File: src/rtl/ysyx_23060061_arbiter.sv
// ysyx_23060061_arbiter
//   Two-master AXI-lite arbiter. The IFU (read only) and the LSU (read and
//   write) share one downstream AXI-lite master port toward the crossbar.
//   At most one transaction is outstanding at a time. Every transaction
//   returns through IDLE for one cycle before the next grant.
//
// Parameters
//   RR : 1 = round-robin between IFU and LSU on a tie, 0 = LSU always wins.
//
// Ports
//   clk, rst                     : clock, synchronous active-high reset
//   ifu_ar* / ifu_r*             : IFU read address and read data channels
//   lsu_ar* / lsu_r*             : LSU read address and read data channels
//   lsu_aw* / lsu_w* / lsu_b*    : LSU write address, data and response
//   ar* r* aw* w* b*             : downstream AXI-lite master port
module ysyx_23060061_arbiter #(
  parameter int unsigned RR = 1
) (
  input  logic        clk,
  input  logic        rst,
  // IFU
  input  logic [31:0] ifu_araddr,
  input  logic        ifu_arvalid,
  output logic        ifu_arready,
  output logic [31:0] ifu_rdata,
  output logic [1:0]  ifu_rresp,
  output logic        ifu_rvalid,
  input  logic        ifu_rready,
  // LSU
  input  logic [31:0] lsu_araddr,
  input  logic        lsu_arvalid,
  output logic        lsu_arready,
  output logic [31:0] lsu_rdata,
  output logic [1:0]  lsu_rresp,
  output logic        lsu_rvalid,
  input  logic        lsu_rready,
  input  logic [31:0] lsu_awaddr,
  input  logic        lsu_awvalid,
  output logic        lsu_awready,
  input  logic [31:0] lsu_wdata,
  input  logic [3:0]  lsu_wstrb,
  input  logic        lsu_wvalid,
  output logic        lsu_wready,
  output logic [1:0]  lsu_bresp,
  output logic        lsu_bvalid,
  input  logic        lsu_bready,
  // downstream
  output logic [31:0] araddr,
  output logic        arvalid,
  input  logic        arready,
  input  logic [31:0] rdata,
  input  logic [1:0]  rresp,
  input  logic        rvalid,
  output logic        rready,
  output logic [31:0] awaddr,
  output logic        awvalid,
  input  logic        awready,
  output logic [31:0] wdata,
  output logic [3:0]  wstrb,
  output logic        wvalid,
  input  logic        wready,
  input  logic [1:0]  bresp,
  input  logic        bvalid,
  output logic        bready
);

  typedef enum logic [1:0] {IDLE, IFU_RD, LSU_RD, LSU_WR} state_t;

  state_t state_q, state_d;
  // last granted master: 1 = LSU, 0 = IFU
  logic   last_lsu_q, last_lsu_d;

  logic ifu_req, lsu_wr_req, lsu_req, lsu_wins_tie;

  assign ifu_req      = ifu_arvalid;
  // a write is only taken once address and data are both offered
  assign lsu_wr_req   = lsu_awvalid && lsu_wvalid;
  assign lsu_req      = lsu_wr_req || lsu_arvalid;
  assign lsu_wins_tie = (RR == 0) ? 1'b1 : !last_lsu_q;

  always_comb begin
    state_d    = state_q;
    last_lsu_d = last_lsu_q;
    case (state_q)
      IDLE: begin
        if (lsu_req && (!ifu_req || lsu_wins_tie))
          state_d = lsu_wr_req ? LSU_WR : LSU_RD;
        else if (ifu_req)
          state_d = IFU_RD;
      end
      IFU_RD, LSU_RD: if (rvalid && rready) state_d = IDLE;
      LSU_WR:         if (bvalid && bready) state_d = IDLE;
      default:        state_d = IDLE;
    endcase
    if (state_q == IDLE && state_d != IDLE)
      last_lsu_d = (state_d != IFU_RD);
  end

  always_ff @(posedge clk) begin
    if (rst) begin
      state_q    <= IDLE;
      last_lsu_q <= 1'b0;
    end else begin
      state_q    <= state_d;
      last_lsu_q <= last_lsu_d;
    end
  end

  // Pure routing: everything not belonging to the granted path stays 0,
  // which also keeps all handshakes closed while IDLE.
  always_comb begin
    ifu_arready = 1'b0;
    ifu_rdata   = '0;
    ifu_rresp   = '0;
    ifu_rvalid  = 1'b0;
    lsu_arready = 1'b0;
    lsu_rdata   = '0;
    lsu_rresp   = '0;
    lsu_rvalid  = 1'b0;
    lsu_awready = 1'b0;
    lsu_wready  = 1'b0;
    lsu_bresp   = '0;
    lsu_bvalid  = 1'b0;
    araddr      = '0;
    arvalid     = 1'b0;
    rready      = 1'b0;
    awaddr      = '0;
    awvalid     = 1'b0;
    wdata       = '0;
    wstrb       = '0;
    wvalid      = 1'b0;
    bready      = 1'b0;
    case (state_q)
      IFU_RD: begin
        araddr      = ifu_araddr;
        arvalid     = ifu_arvalid;
        ifu_arready = arready;
        ifu_rdata   = rdata;
        ifu_rresp   = rresp;
        ifu_rvalid  = rvalid;
        rready      = ifu_rready;
      end
      LSU_RD: begin
        araddr      = lsu_araddr;
        arvalid     = lsu_arvalid;
        lsu_arready = arready;
        lsu_rdata   = rdata;
        lsu_rresp   = rresp;
        lsu_rvalid  = rvalid;
        rready      = lsu_rready;
      end
      LSU_WR: begin
        awaddr      = lsu_awaddr;
        awvalid     = lsu_awvalid;
        lsu_awready = awready;
        wdata       = lsu_wdata;
        wstrb       = lsu_wstrb;
        wvalid      = lsu_wvalid;
        lsu_wready  = wready;
        lsu_bresp   = bresp;
        lsu_bvalid  = bvalid;
        bready      = lsu_bready;
      end
      default: ;
    endcase
  end

endmodule
File: config.mk
export PLATFORM = sky130hd
export DESIGN_NAME = ysyx_23060061_arbiter
export DESIGN_NICKNAME = d
export VERILOG_FILES = /design/src/rtl/ysyx_23060061_arbiter.sv
export SDC_FILE = /design/constraint.sdc
export NUM_CORES = 1
export LEC_CHECK = 0
export ABC_AREA = 1
export CAP_MARGIN = 5
export CORE_AREA = 2 2 141 143
export DETAILED_ROUTE_END_ITERATION = 12
export DIE_AREA = 0 0 143 145
export GPL_TIMING_DRIVEN = 0
export SYNTH_ARGS = -nofsm -noshare
export SYNTH_HDL_FRONTEND = slang
export SYNTH_SLANG_ARGS = --single-unit
File: constraint.sdc
create_clock -name clk -period 3.36 [get_ports clk]
set_clock_uncertainty 0.1 [all_clocks]
set_input_delay 1.008 -clock clk [delete_from_list [all_inputs] [get_ports clk]]
set_output_delay 1.008 -clock clk [all_outputs]
set_load 0.005 [all_outputs]
==> flow_summary.yaml <==
power_and_ir_drop:
  vdd_drop_max_mv: 0.138
  totalPowerFinal_uw: 1100
  powerDensity_nw_per_um2: 182
  leakagePower_uw: 0.00349
logic_synthesis:
  syn_inst: 461
  avgSynthCellArea_um2: 4.21
  synthTopCellsByArea: "nand2_1, inv_1, a21oi_1, buf_2, buf_4"
  ys.warnings.count: 0
  synth_most_common_cell: "nand2_1"
  synth-seq-area-share_pct: 3.09
  synth_edf_count: 0
  syn-cell-area_um2: 1940
  synth_async_sr_flop_share_pct: 0
  synthDistinctLibCells: 13
  synth_seq_cells: 3
  ys_top_cells_by_count: "nand2_1, inv_1, a21oi_1"
  synth_top_area_share_pct: 44.1
  synth_nets: 647
  synthFlopType: "dfxtp_1"
  yosysTopAreaCell: "nand2_1"
floorplanning:
  dieArea_um2: 20700
  die_h_um: 145
  initial_core_util_pct: 10.1
  io_pins: 364
  core_area_um2: 19200
  row_count: 51
  die_w_um: 143
detailed_routing:
  drt-total-wl_mm: 13.4
  ant_nets: 0
  detailedRoute.firstPassIterationCount: 4
  wl_per_cell_um: 12.2
  drc_errors: 0
  drtIter0Drc: 146
  vias: 3685
  viasPerCell: 3.37
clocking:
  numCtsBuffers: 3
  htreeDepth: 1
  worstSkewPairLatency_ns: 0.22
  root_buffer: "clkbuf_16"
  path_clk_slew_ns: 0.03
  clock_sinks: 3
  tritoncts: "done"
  cts_max_path_buffers: 2
  hold_buffers: 0
global_route:
  grt_pass1_wl_mm: 19.5
  grt_overflow: 0
  grt_max_degree: 11
  grt_usage_pct: 12.0
  grt_antenna_before_repair: 0
  grt_pass1_vias: 3460
placement:
  dp_hpwl_mm: 11.7
  gp_congestion: 0.827
  port_buffers: 363
  preCtsSetupSlack_ns: -0.172
  placed_cells: 1089
  placed_cell_area_um2: 5910
worst_setup_path:
  critPathLaunchType: "primary input"
  cp_common_cell: "clkdlybuf4s50_1"
  crit_start: "ifu_araddr[2]"
  crit_path_max_fanout: 1
  cp.arrival_ns: 2.21
  crit_path_top_delay_cell: "clkdlybuf4s50_1"
  crit_type: "in2out"
  r2r_start: "state_q[0]"
  path_cells: "clkdlybuf4s50_1 -> nand2_1 -> a21oi_1 -> clkdlybuf4s50_1"
  crit_buf_inv: 2
  end_kind: "output port"
  slowest_delay_ns: 0.53
  required_ns: 2.25
  critical_path.top_delay_family: "buffers and inverters"
min_path:
  hp-start: "last_lsu_q"
  min_path_type: "reg2reg"
timing:
  fin_ws_ns: 0.0427
  setup_viol: 0
  hold_viol_final: 0
  rsz0062_at_grt: "true"
  drv_slew: 0
  worst_slew_pin_slew_ns: 0.243
  period_minus_slack_ns: 3.32
  timing.fmax_mhz: 301
  relSlewSlack_pct: 83.8
  final.period_utilization_pct: 98.7
finish:
  layout-drive-gt1-share_pct: 4.58
  area_growth_pct: 211
  instances_no_fill: 1095
  diodes: 0
  final_area_um2: 6030
  n_fill_cell: 2096
  fin_nets: 1017
flow_run:
  max_cap_viol_count: 0
status:
  outcome: "complete, no violations"
-- placed cells by master, fill, tap and decap left out, drive strengths merged, types with 4 or more instances in the layout --
cell           synthesis  layout
clkbuf                 0       5
inv                  151     151
buf                   28      29
ha                     4       4
dlygate4sd2            0       5
a21oi                 37      37
dlymetal6s2s           0      10
nand2                230     230
clkdlybuf4s50          0     348
-- stage by stage --
stage	TNS [ns]	util, %	hold WS (ns)
6_report	0	31.4	0.367
5_1_grt	-0.0283	31.4	0.401
2_1_floorplan	0	-	0.334
4_1_cts	0	31.2	0.373
3_5_place_dp	-0.268	30.7	0.367
3_3_place_gp	-0.289	30.7	0.364
-- per-layer routing --
metal | vias up | global-route usage [%] | wire length [um] | part of all wire [%]
li1 | 1988 | - | - | -
met1 | 1518 | 15.3 | 5690 | 43
met2 | 167 | 20.9 | 6460 | 48
met3 | 12 | 2.77 | 1060 | 7.9
met4 | 0 | 1.68 | 172 | 1.3
met5 | - | 0 | 0 | 0
-- timing repair --
item,in CTS,in global routing
buffers inserted,0,2
pin swaps,0,2
resized for setup,7,13
endpoints found under the setup margin,5,27
-- power by group --
| part | internal [uW] | switching (uW) | leakage (uW) |
|---|---|---|---|
| logic | 508 | 355 | 0.00342 |
| clock network | 156 | 30.2 | 0.0000382 |
| registers | 41.6 | 4.71 | 0.0000249 |
-- state kept, by name (all words and copies together), names as in the netlist --
signal	flops
last_lsu_q	1
state_q	2
-- area by class of cell --
cell class	count	area, um^2	area share [%]
Buffer	28	180	2.99
Clock buffer	4	78.8	1.31
Multi-Input combinational cell	278	1140	18.9
Tap cell	265	332	5.49
Inverter	152	574	9.52
Sequential cell	3	60.1	0.995
Timing Repair Buffer	365	3670	60.8
-- kinds of logic after synthesis --
| kind of cell | synth area share, % |
|---|---|
| AO/OA/AOI/OAI | 9.80 |
| adder cells (fa/ha/maj) | 2.58 |
| buffers and inverters | 38.4 |
| flip-flops | 3.09 |
| AND/OR/NAND/NOR | 46.1 |
-- worst min-delay path: stages, from the launching register on --
cell and delay (ns):
dfxtp_1 0.30, nand2_1 0.06, a21oi_1 0.05
-- worst paths after layout --
kind                      to  slack (ns)  cells after the start
setup / recovery   araddr[2]        0.04                      4
hold / removal    last_lsu_q        0.37                      2
setup reg to reg  state_q[1]        1.91                     10
hold reg to reg   last_lsu_q        0.37                      2
(Power assumes the default switching activity.)
